File: src/rtl/demux_1x4_dispatcher_pkg.sv
// Shared definitions for the 1x4 burst dispatcher.
//   NCH / CH_W : number of output channels and channel-index width
//   mode_e     : directed (external select) vs round-robin target selection
//   next_ch    : round-robin successor, wraps 3 -> 0 through the 2-bit width
package demux_1x4_dispatcher_pkg;

    localparam int NCH  = 4;
    localparam int CH_W = 2;

    typedef enum logic {
        MODE_DIRECT = 1'b0,
        MODE_RR     = 1'b1
    } mode_e;

    function automatic logic [CH_W-1:0] next_ch(input logic [CH_W-1:0] ch);
        return ch + CH_W'(1);
    endfunction

endpackage

File: src/rtl/demux_1x4_dispatcher_hold_slot.sv
// One-entry output hold register for a single dispatcher channel.
//   clk, rst : clock, asynchronous active-high reset (empties the slot)
//   load     : capture din this cycle (wins over drain)
//   drain    : sink consumed the held word this cycle
//   din      : word to capture
//   valid    : slot holds a word
//   data     : held word
module demux_hold_slot #(
    parameter int WIDTH = 8
) (
    input  logic             clk,
    input  logic             rst,
    input  logic             load,
    input  logic             drain,
    input  logic [WIDTH-1:0] din,
    output logic             valid,
    output logic [WIDTH-1:0] data
);

    // Valid/data register: a load in the same cycle as a drain keeps valid high
    // so a continuously ready sink sees one word per cycle with no bubble.
    always_ff @(posedge clk or posedge rst) begin
        if (rst) begin
            valid <= 1'b0;
            data  <= '0;
        end else if (load) begin
            valid <= 1'b1;
            data  <= din;
        end else if (drain) begin
            valid <= 1'b0;
        end else begin
            valid <= valid;
        end
    end

endmodule

File: src/rtl/demux_1x4_dispatcher.sv
// Burst-sequenced 1-to-4 stream dispatcher with valid/ready on every side.
//   clk, rst  : clock, asynchronous active-high reset
//   mode      : 0 = directed (sel picks the channel), 1 = round-robin
//   sel       : directed-mode target channel
//   in_data / in_valid / in_ready : input stream handshake
//   out_data  : channel k word at [k*WIDTH +: WIDTH]
//   out_valid / out_ready : per-channel output handshakes
//   cur_ch    : channel the current or next input word goes to
//   busy      : a burst is partially transferred
// mode/sel are sampled on the first word of a burst and held until the burst's
// BURST-th word is accepted; round-robin never skips a stalled channel.
module demux_1x4_dispatcher
    import demux_1x4_dispatcher_pkg::*;
#(
    parameter int WIDTH = 8,
    parameter int BURST = 4
) (
    input  logic               clk,
    input  logic               rst,
    input  logic               mode,
    input  logic [1:0]         sel,
    input  logic [WIDTH-1:0]   in_data,
    input  logic               in_valid,
    output logic               in_ready,
    output logic [4*WIDTH-1:0] out_data,
    output logic [3:0]         out_valid,
    input  logic [3:0]         out_ready,
    output logic [1:0]         cur_ch,
    output logic               busy
);

    localparam int CNT_W = (BURST > 1) ? $clog2(BURST) : 1;
    localparam logic [CNT_W-1:0] LAST_CNT = CNT_W'(BURST - 1);

    logic [CNT_W-1:0] burst_cnt_r, burst_cnt_n;
    logic [CH_W-1:0]  rr_ptr_r, rr_ptr_n;
    mode_e            mode_q_r, mode_q_n;
    logic [CH_W-1:0]  sel_q_r, sel_q_n;

    mode_e            eff_mode_s;
    logic [CH_W-1:0]  eff_sel_s;
    logic [CH_W-1:0]  tgt_s;
    logic             accept_s;
    logic [NCH-1:0]   hold_v_s;
    logic [NCH-1:0]   load_s;
    logic [NCH-1:0]   drain_s;

    // Target selection: live mode/sel at a burst boundary, latched copies mid-burst.
    always_comb begin
        eff_mode_s = mode_q_r;
        eff_sel_s  = sel_q_r;
        if (burst_cnt_r == '0) begin
            eff_mode_s = mode_e'(mode);
            eff_sel_s  = sel;
        end else begin
            eff_mode_s = mode_q_r;
            eff_sel_s  = sel_q_r;
        end
        if (eff_mode_s == MODE_RR) begin
            tgt_s = rr_ptr_r;
        end else begin
            tgt_s = eff_sel_s;
        end
    end

    // Ready depends only on the target slot, never on in_valid.
    assign in_ready = ~hold_v_s[tgt_s] | out_ready[tgt_s];
    assign accept_s = in_valid & in_ready;
    assign cur_ch   = tgt_s;
    assign busy     = (burst_cnt_r != '0);

    // Burst sequencer next state: latch on first word, wrap and rotate on last.
    always_comb begin
        burst_cnt_n = burst_cnt_r;
        rr_ptr_n    = rr_ptr_r;
        mode_q_n    = mode_q_r;
        sel_q_n     = sel_q_r;
        if (accept_s) begin
            if (burst_cnt_r == '0) begin
                mode_q_n = mode_e'(mode);
                sel_q_n  = sel;
            end else begin
                mode_q_n = mode_q_r;
                sel_q_n  = sel_q_r;
            end
            if (burst_cnt_r == LAST_CNT) begin
                burst_cnt_n = '0;
                if (eff_mode_s == MODE_RR) begin
                    rr_ptr_n = next_ch(rr_ptr_r);
                end else begin
                    rr_ptr_n = rr_ptr_r;
                end
            end else begin
                burst_cnt_n = burst_cnt_r + CNT_W'(1);
            end
        end else begin
            burst_cnt_n = burst_cnt_r;
        end
    end

    // Burst sequencer state register.
    always_ff @(posedge clk or posedge rst) begin
        if (rst) begin
            burst_cnt_r <= '0;
            rr_ptr_r    <= '0;
            mode_q_r    <= MODE_DIRECT;
            sel_q_r     <= '0;
        end else begin
            burst_cnt_r <= burst_cnt_n;
            rr_ptr_r    <= rr_ptr_n;
            mode_q_r    <= mode_q_n;
            sel_q_r     <= sel_q_n;
        end
    end

    for (genvar k = 0; k < NCH; k++) begin : g_slot
        assign load_s[k]  = accept_s & (tgt_s == CH_W'(k));
        assign drain_s[k] = hold_v_s[k] & out_ready[k];

        demux_hold_slot #(.WIDTH(WIDTH)) u_slot (
            .clk   (clk),
            .rst   (rst),
            .load  (load_s[k]),
            .drain (drain_s[k]),
            .din   (in_data),
            .valid (hold_v_s[k]),
            .data  (out_data[k*WIDTH +: WIDTH])
        );
    end

    assign out_valid = hold_v_s;

endmodule

File: config.mk
export PLATFORM = sky130hd
export DESIGN_NAME = demux_1x4_dispatcher
export DESIGN_NICKNAME = d
export VERILOG_FILES = /design/src/rtl/demux_1x4_dispatcher_pkg.sv /design/src/rtl/demux_1x4_dispatcher_hold_slot.sv /design/src/rtl/demux_1x4_dispatcher.sv
export SDC_FILE = /design/constraint.sdc
export NUM_CORES = 1
export LEC_CHECK = 0
export BUFFER_PORTS_ARGS = -buffer_cell sky130_fd_sc_hd__buf_2
export CORE_UTILIZATION = 40
export DETAILED_ROUTE_END_ITERATION = 10
export PLACE_DENSITY = 0.77
export SYNTH_ARGS = -nofsm -noshare
export SYNTH_HDL_FRONTEND = slang
export SYNTH_SLANG_ARGS = --single-unit
File: constraint.sdc
create_clock -name clk -period 2.5 [get_ports clk]
set_input_delay 0.125 -clock clk [delete_from_list [all_inputs] [get_ports clk]]
set_output_delay 0.125 -clock clk [all_outputs]
set_load 0.03 [all_outputs]
Word level (Yosys, flattened, before mapping):

Index checks and enable logic that the tools add are counted.

* register bits: 43
* input port bits: 18
* output and inout bits: 40
* logic and storage cells: 54

* magnitude comparators: 1
* bitwise gates (word level): 11
* reductions and logical operators: 8
* equality and inequality tests: 4
* mux-type cells: 16
* add/subtract/negate cells: 2

Operator list (count)
* 2-to-1 mux 1 bit: 11
* nonzero test 2 bit: 5
* AND 1 bit: 9
* equality test 2 bit, second input constant: 3
* 2-to-1 mux 2 bit: 3
* adder 2 x 1 -> 2 bit, second input constant: 2
* binary-select mux 1 bit (select 2 bit): 2
* logical NOT 2 bit: 2
* less-than comparator 2 x 3 -> 1 bit, second input constant: 1
* AND reduction 3 bit: 1
* equality test 2 x 1 -> 1 bit, second input constant: 1
* NOT 1 bit: 1
* OR 1 bit: 1

Depth between registers and ports, before layout:

Gate-level depths: netlist (run 1).

* depth in word-level cells: 10
* depth in mapped cells: 7
* mapped depth without buffers: 7

By module:

A second synthesis (run 1) with hierarchy kept.

* cells, all modules: 143
* area total of the unflattened synthesis: 2035.7 um^2

By module, submodules not included
* demux_hold_slot: seq. area each 225.2 um^2, area each 372.9 um^2, cells an instance 21, instances 4
* demux_1x4_dispatcher: seq. area each 175.2 um^2, area each 544.3 um^2, cells an instance 59, instances 1

Worst setup path before layout (run 1):

OpenSTA, ideal clock, no wires.

* path kind: flip-flop to flip-flop
* start: register burst_cnt_r[0]
* end: register g_slot[0].u_slot.data[0]
* required time: 2.375 ns
* slack: 0.246 ns
* period minus slack after synthesis: 2.254 ns
* setup time: 0.125 ns
* data arrival time: 2.129 ns
* buffers on the path: 0
* stages on the path, launching flop included: 8
* cells stage by stage: dfrtp_1 -> inv_1 -> ha_1 -> or3b_4 -> o211ai_4 -> inv_2 -> nor3_4 -> mux2_2

* longest elaborated chain between the ends: 9
* elaborated cells on any way between the ends: 13
* classes of those cells: mux: 7; bitwise: 4; reduce/logical: 2

RTL lines
* start, declared: line demux_1x4_dispatcher.sv:35 `logic [CNT_W-1:0] burst_cnt_r, burst_cnt_n;`
* start signal, assigned: line demux_1x4_dispatcher.sv:109 `burst_cnt_r <= burst_cnt_n;`
* logical NOT 2 bit *: line demux_1x4_dispatcher.sv:52 `if (burst_cnt_r == '0) begin`
* 2-to-1 mux 2 bit or 2-to-1 mux 1 bit (tied branches)
* 2-to-1 mux 2 bit *: line demux_1x4_dispatcher.sv:59 `if (eff_mode_s == MODE_RR) begin`
* named net cur_ch[1]: line demux_1x4_dispatcher.sv:28 `output logic [1:0] cur_ch,`
* binary-select mux 1 bit (select 2 bit): line demux_1x4_dispatcher.sv:67 `assign in_ready = ~hold_v_s[tgt_s] | out_ready[tgt_s];`
* 2-to-1 mux 1 bit (not written as such): line demux_1x4_dispatcher.sv:67
* NOT 1 bit: line demux_1x4_dispatcher.sv:67
* OR 1 bit: line demux_1x4_dispatcher.sv:67
* AND 1 bit: line demux_1x4_dispatcher.sv:68 `assign accept_s = in_valid & in_ready;`
* AND 1 bit *: line demux_1x4_dispatcher.sv:117 `assign load_s[k] = accept_s & (tgt_s == CH_W'(k));`
* end signal, assigned: line demux_1x4_dispatcher_hold_slot.sv:28 `data <= din;`
* end, declared: line demux_1x4_dispatcher_hold_slot.sv:17 `output logic [WIDTH-1:0] data`

Mark *: on every way through the listed nets, which the timed path passes. The rest lies on a longest branch. The select of a mux whose other input is x is not followed.
A chain may end at the register's enable or synchronous reset.

Worst setup path in the final report (run 1):

* start: register burst_cnt_r[0]
* end: output in_ready

* longest elaborated chain between the ends: 7
* elaborated cells on any way between the ends: 10
* classes of those cells: mux: 7; bitwise: 2; reduce/logical: 1

RTL lines
* logical NOT 2 bit *: line demux_1x4_dispatcher.sv:52
* 2-to-1 mux 2 bit or 2-to-1 mux 1 bit (tied branches)
* 2-to-1 mux 2 bit *: line demux_1x4_dispatcher.sv:59
* binary-select mux 1 bit (select 2 bit): line demux_1x4_dispatcher.sv:67
* 2-to-1 mux 1 bit (not written as such): line demux_1x4_dispatcher.sv:67
* NOT 1 bit: line demux_1x4_dispatcher.sv:67
* OR 1 bit *: line demux_1x4_dispatcher.sv:67
* end, declared: line demux_1x4_dispatcher.sv:24 `output logic in_ready,`

Every way passes the cells marked *; elsewhere a longest branch is shown, timed or not. The select of a mux whose other input is x is not followed.

==> results of run 1 <==
## cells by family after synthesis
group	Yosys count	share of synthesized area (%)
multiplexers	41	24.10
XOR/XNOR	2	0.9146
AND/OR/NAND/NOR	26	10.32
AO/OA/AOI/OAI	8	4.049
buffers and inverters	12	3.135
adder cells (fa/ha/maj)	2	1.306
flip-flops	43	56.17
## metrics by stage
step	instance area, sq um	std cells	util (%)	hold slack, ns	setup slack, ns
after floorplan	1916	134	-	0.2597	0.2463
after global placement	2266	243	50.64	0.2639	0.1924
after detailed placement	2266	243	50.64	0.2925	0.1390
after CTS	2389	252	53.38	0.06382	0.07866
after global routing	2391	252	53.44	0.08023	0.009262
final	2391	252	53.44	0.07708	0.1583
## sequential cells by signal (all words and copies together) (netlist names)
name / flops
g_slot.u_slot.valid: 4
g_slot.u_slot.data: 32
burst_cnt_r: 2
mode_q_r: 1
rr_ptr_r: 2
sel_q_r: 2
## worst max path at each step
stage	end	slack (ns)	cells after the start
after global placement	g_slot[0].u_slot.data[6]$_DFFE_PP0P_	0.19	7
final	in_ready	0.16	9
after global routing	in_ready	0.009	9
after floorplan	g_slot[0].u_slot.data[0]$_DFFE_PP0P_	0.25	7
after CTS	in_ready	0.08	9
after detailed placement	g_slot[0].u_slot.data[0]$_DFFE_PP0P_	0.14	7
## cells in the mapped netlist (2+ instances only)
library cell | number | area share (%)
o2111ai_1 | 4 | 1.8
nand2_1 | 4 | 0.78
nand2b_1 | 2 | 0.65
dfrtp_1 | 43 | 56
nand4_1 | 2 | 0.65
mux2_2 | 37 | 22
ha_1 | 2 | 1.3
mux2i_1 | 2 | 1.0
buf_4 | 4 | 1.6
nor3_4 | 2 | 1.7
or2_2 | 3 | 0.98
inv_1 | 7 | 1.4
nor2_1 | 2 | 0.39
nor2b_1 | 4 | 1.3
## repair_timing
action | CTS | global route
setup endpoints to repair | 0 | 2
gates resized for setup | 0 | 1
hold buffers | 1 | 0
hold endpoints to repair | 18 | 0
## per-layer routing
layer | vias to the layer above | track usage [%] | wire length (um)
met2 | 55 | 25.40 | 1788
li1 | 604 | - | -
met3 | 5 | 5.983 | 279
met5 | - | 0 | 0
met4 | 0 | 5.333 | 54
met1 | 637 | 22.50 | 1795
## area by class of cell
| class | count | area (sq um) |
|---|---|---|
| Tap cell | 52 | 65.06 |
| Sequential cell | 43 | 1076 |
| Fill cell | 394 | 2083 |
| Clock inverter | 3 | 43.79 |
| Timing Repair Buffer | 62 | 325.3 |
| Clock buffer | 5 | 68.82 |
| Multi-Input combinational cell | 79 | 782.0 |
| Inverter | 8 | 30.03 |
## layout by cell type (no fill, tap or decap), types with 3 or more instances in the layout
cell / n
buf_2: 57
dfrtp_1: 43
mux2_2: 37
inv_1: 7
clkbuf_8: 5
nand2_1: 4
nor2b_1: 4
o2111ai_1: 4
buf_4: 4
or2_2: 3
## critical path, stage by stage, from the launching register on
cell	delay [ns]
dfrtp_1	0.41
inv_1	0.07
ha_2	0.25
mux2i_2	0.31
buf_4	0.19
o2111ai_1	0.13
nand2_1	0.13
nor2_1	0.05
a31o_2	0.21
buf_2	0.17
==> flow_metrics.tcl, run 1 <==
set metrics [dict create \
    synth_area_sq_um 1916 \
    timing.rr.start "burst_cnt_r[0]$_DFFE_PP0P_" \
    chipWidth_um 71.20 \
    netlist_instances 134 \
    status "finished, violations left" \
    r2r_cells 7 \
    crit_fanout 7 \
    crit_start "burst_cnt_r[0]$_DFFE_PP0P_" \
    grt_usage_pct 16.73 \
    cts_buffer_depth 2 \
    critPathKind "reg2out" \
    hold_class "in2reg" \
    row_count 24 \
    yosysSeqAreaShare_pct 56.17 \
    worstHoldEndpoint "sel_q_r[0]$_DFFE_PP0P_" \
    drt_pass1_iterations 7 \
    cp_data_arrival_time_ns 2.22 \
    setup_viol 0 \
    syn_to_final_growth_pct 24.82 \
    antenna_left 0 \
    cts_tree "done" \
    tightestPinTransition_ns 0.7406 \
    num_io_pins 58 \
    ys_types 30 \
    nets 219 \
    dieArea_sq_um 5069 \
    post-route-period-util_pct 93.67 \
    drive_gt1_share_pct 60.00 \
    antennaDiodeCount 0 \
    die_h_um 71.20 \
    clkSlewWorstSetupHoldPaths_ns 0.08 \
    fmax_mhz 427.0 \
    maxCapViolations 0 \
    startpoint_type "flop" \
    drc_errors 4 \
    avgSynthCellArea_sq_um 14.30 \
    antenna_found_initial 0 \
    grt-ovfl-total 0 \
    grt_pass1_vias 1285 \
    ys_seq_elements 43 \
    cts_max_level 2 \
    clk_latency_ns 0.30 \
    whs_path_depth 2 \
    cts-root-buf "clkbuf_8" \
    cp.required_ns 2.38 \
    drtIter0Drc 47 \
    grt_pass1_wl_mm 6.341 \
    cts_buffers 5 \
    initial_utilization_pct 42.81 \
    synthArstFlopShare_pct 100.0 \
    port_buffers 57 \
    route.vias.total 1301 \
    place_congestion 0.8148 \
    rsz0062_at_grt "false" \
    synth_nets 154 \
    r2r_slack_ns 0.20 \
    fin_skew_ns 0.009636 \
    finalHoldViolations 0 \
    max_slew_margin_pct 50.58 \
    end_kind "output pin" \
    post_cts_buffers 0 \
    worstHoldStart "sel[0]" \
    synth_top_flop_cell "dfrtp_1" \
    violations "DRC" \
    post-dp-hpwl_mm 2.913 \
    drv_slew 0 \
    grt_max_degree 26 \
    coreArea_sq_um 4474 \
    reg2reg_to "g_slot[0].u_slot.data[0]$_DFFE_PP0P_" \
    routed_wl_mm 3.918 \
    synth_edf_count 0 \
    wl_per_cell_um 15.55 \
    cts_num_sinks 43 \
    via_per_inst 5.163 \
    ys_warn_count 0 \
    period_minus_slack_ns 2.342 \
    tns_ns 0 \
]
Power of run 1 is left out: the tool's default activity adds up to more than one toggle a clock period on the data nets, which glitch-free logic cannot reach.
==> run 2, diff against run 1 <==
--- a/config.mk
+++ b/config.mk
@@ -9,6 +9,7 @@
 export CORE_UTILIZATION = 40
 export DETAILED_ROUTE_END_ITERATION = 10
 export PLACE_DENSITY = 0.77
+export REMOVE_ABC_BUFFERS = 1
 export SYNTH_ARGS = -nofsm -noshare
 export SYNTH_HDL_FRONTEND = slang
 export SYNTH_SLANG_ARGS = --single-unit
==> run 2 against run 1 <==
Against the previous run: the flow still finishes with violations (DRC); critical path depth fell by 1; final cell count rose by 1.2%; worst setup slack improved by 0.086 ns; clock skew fell by 0.0017 ns; fmax rose by 3.8%; cell area rose by 0.16%; utilization rose by 0.084 points; highest routed layer unchanged.
==> flow_metrics.tcl, run 2 (synthesis results as in run 1) <==
set metrics [dict create \
    status "finished, violations left" \
    violations "DRC" \
    antenna_found_initial 0 \
    grt_usage_pct 16.46 \
    post-dp-hpwl_mm 2.884 \
    grt_pass1_vias 1299 \
    drt_pass1_iterations 7 \
    crit_fanout 7 \
    cts_num_sinks 43 \
    fillers 384 \
    grt-ovfl-total 0 \
    critPathKind "reg2out" \
    cts-root-buf "clkbuf_8" \
    initial_utilization_pct 42.81 \
    routed_wl_mm 3.851 \
    crit_chain "inv_1 > ha_2 > mux2i_4 > o2111ai_1 > nand2_1 > nor2_1 > a31o_2 > buf_2" \
    row_count 24 \
    antennaDiodeCount 0 \
    cp_data_arrival_time_ns 2.13 \
    layout_common_cells "57 x buf_2, 43 x dfrtp_1, 37 x mux2_2, 7 x inv_1, 7 x buf_4" \
    route.vias.total 1292 \
    r2r_cells 8 \
    drt-met1-wl_mm 1.830 \
    dr.max_layer_used "met4" \
    setup_viol 0 \
    place_congestion 0.8047 \
    maxCapViolations 0 \
    clkSlewWorstSetupHoldPaths_ns 0.08 \
    cts_tree "done" \
    timing.rr.start "burst_cnt_r[0]$_DFFE_PP0P_" \
    largest_register "g_slot.u_slot.data" \
    dieArea_sq_um 5069 \
    die_h_um 71.20 \
    rsz0062_at_grt "false" \
    drv_slew 0 \
    cts_buffers 5 \
    crit_path_end "in_ready" \
    largest_register_ffs 32 \
    r2r_slack_ns 0.28 \
    grt_pass1_wl_mm 6.272 \
    startpoint_type "flop" \
    route.met3.wl_um 286 \
    post-route-period-util_pct 90.21 \
    wl_met2_mm 1.710 \
    cp.required_ns 2.38 \
    tns_ns 0 \
    cts_buffer_depth 2 \
    seqCellArea_sq_um 1076 \
    fmax_mhz 443.4 \
    antenna_left 0 \
    max_slew_margin_pct 63.76 \
    final_core_util_pct 53.52 \
    drtIter0Drc 49 \
    syn_to_final_growth_pct 25.02 \
    drive_gt1_share_pct 60.10 \
    finalHoldViolations 0 \
    mostFrequentLayoutCell "buf_2" \
    hold_class "in2reg" \
    cts_max_level 2 \
    top_regs "g_slot.u_slot.data (32), g_slot.u_slot.valid (4)" \
    drc_errors 3 \
    via_per_inst 5.067 \
    multi_input_area_sq_um 790.8 \
    reg2reg_to "g_slot[0].u_slot.data[4]$_DFFE_PP0P_" \
    nets 222 \
    port_buffers 57 \
    crit_slowest_cell "dfrtp_1" \
    clk_latency_ns 0.29 \
    grt_max_degree 44 \
    wl_per_cell_um 15.10 \
    chipWidth_um 71.20 \
    tightestPinTransition_ns 0.5436 \
    num_io_pins 58 \
    crit_start "burst_cnt_r[0]$_DFFE_PP0P_" \
    period_minus_slack_ns 2.255 \
    cp_slowest_stage_delay_ns 0.41 \
    coreArea_sq_um 4474 \
    end_kind "output pin" \
    fin_skew_ns 0.007972 \
]
run 2: critical path, delay by kind of cell (launching register included):
kind | cells | cell delay, ns
muxes | 1 | 0.37
adders and majority gates | 1 | 0.27
DFF | 1 | 0.41
buffers and inverters | 2 | 0.25
and+or+nand+nor | 2 | 0.18
AOI/OAI and AO/OA | 2 | 0.38
run 2: how the worst min path moves through the flow:
| stage | cells past startpoint | from | to |
|---|---|---|---|
| 2_1_floorplan | 1 | in_data[5] | g_slot[0].u_slot.data[5]$_DFFE_PP0P_ |
| 3_3_place_gp | 3 | rst | g_slot[2].u_slot.data[4]$_DFFE_PP0P_ |
| 3_5_place_dp | 3 | rst | g_slot[2].u_slot.data[4]$_DFFE_PP0P_ |
| 4_1_cts | 2 | in_data[5] | g_slot[0].u_slot.data[5]$_DFFE_PP0P_ |
| 5_1_grt | 2 | sel[0] | sel_q_r[0]$_DFFE_PP0P_ |
| 6_report | 2 | in_data[5] | g_slot[0].u_slot.data[5]$_DFFE_PP0P_ |
run 2: metrics by stage:
step                      cell area [sq um]  std cells  setup WS [ns]  hold WS (ns)
after global placement                 2273        244         0.2060        0.2828
final                                  2395        255         0.2447       0.09442
after CTS                              2369        253        0.07902       0.08376
after floorplan                        1886        130         0.2463        0.2597
after detailed placement               2273        244         0.1091        0.2878
after global routing                   2395        255        0.09248       0.08865
run 2: layer usage:
layer | GRT usage [%] | vias up
met5 | 0 | -
met4 | 6.000 | 0
met3 | 6.553 | 4
met2 | 24.13 | 47
met1 | 22.14 | 632
li1 | - | 609
run 2: final cells by class:
class / count / share of cell area [%]
Clock buffer: 6 / 3.030
Clock inverter: 2 / 0.5225
Inverter: 8 / 1.254
Multi-Input combinational cell: 79 / 33.02
Sequential cell: 43 / 44.93
Tap cell: 52 / 2.717
Timing Repair Buffer: 65 / 14.52
run 2: what timing repair did:
| action | in CTS | in global routing |
|---|---|---|
| endpoints found under the hold margin | 43 | 0 |
| resized for setup | 0 | 2 |
| hold buffers | 1 | 0 |
| endpoints found under the setup margin | 0 | 14 |
| buffers inserted | 0 | 2 |
Power of run 2 is left out for the same reason.
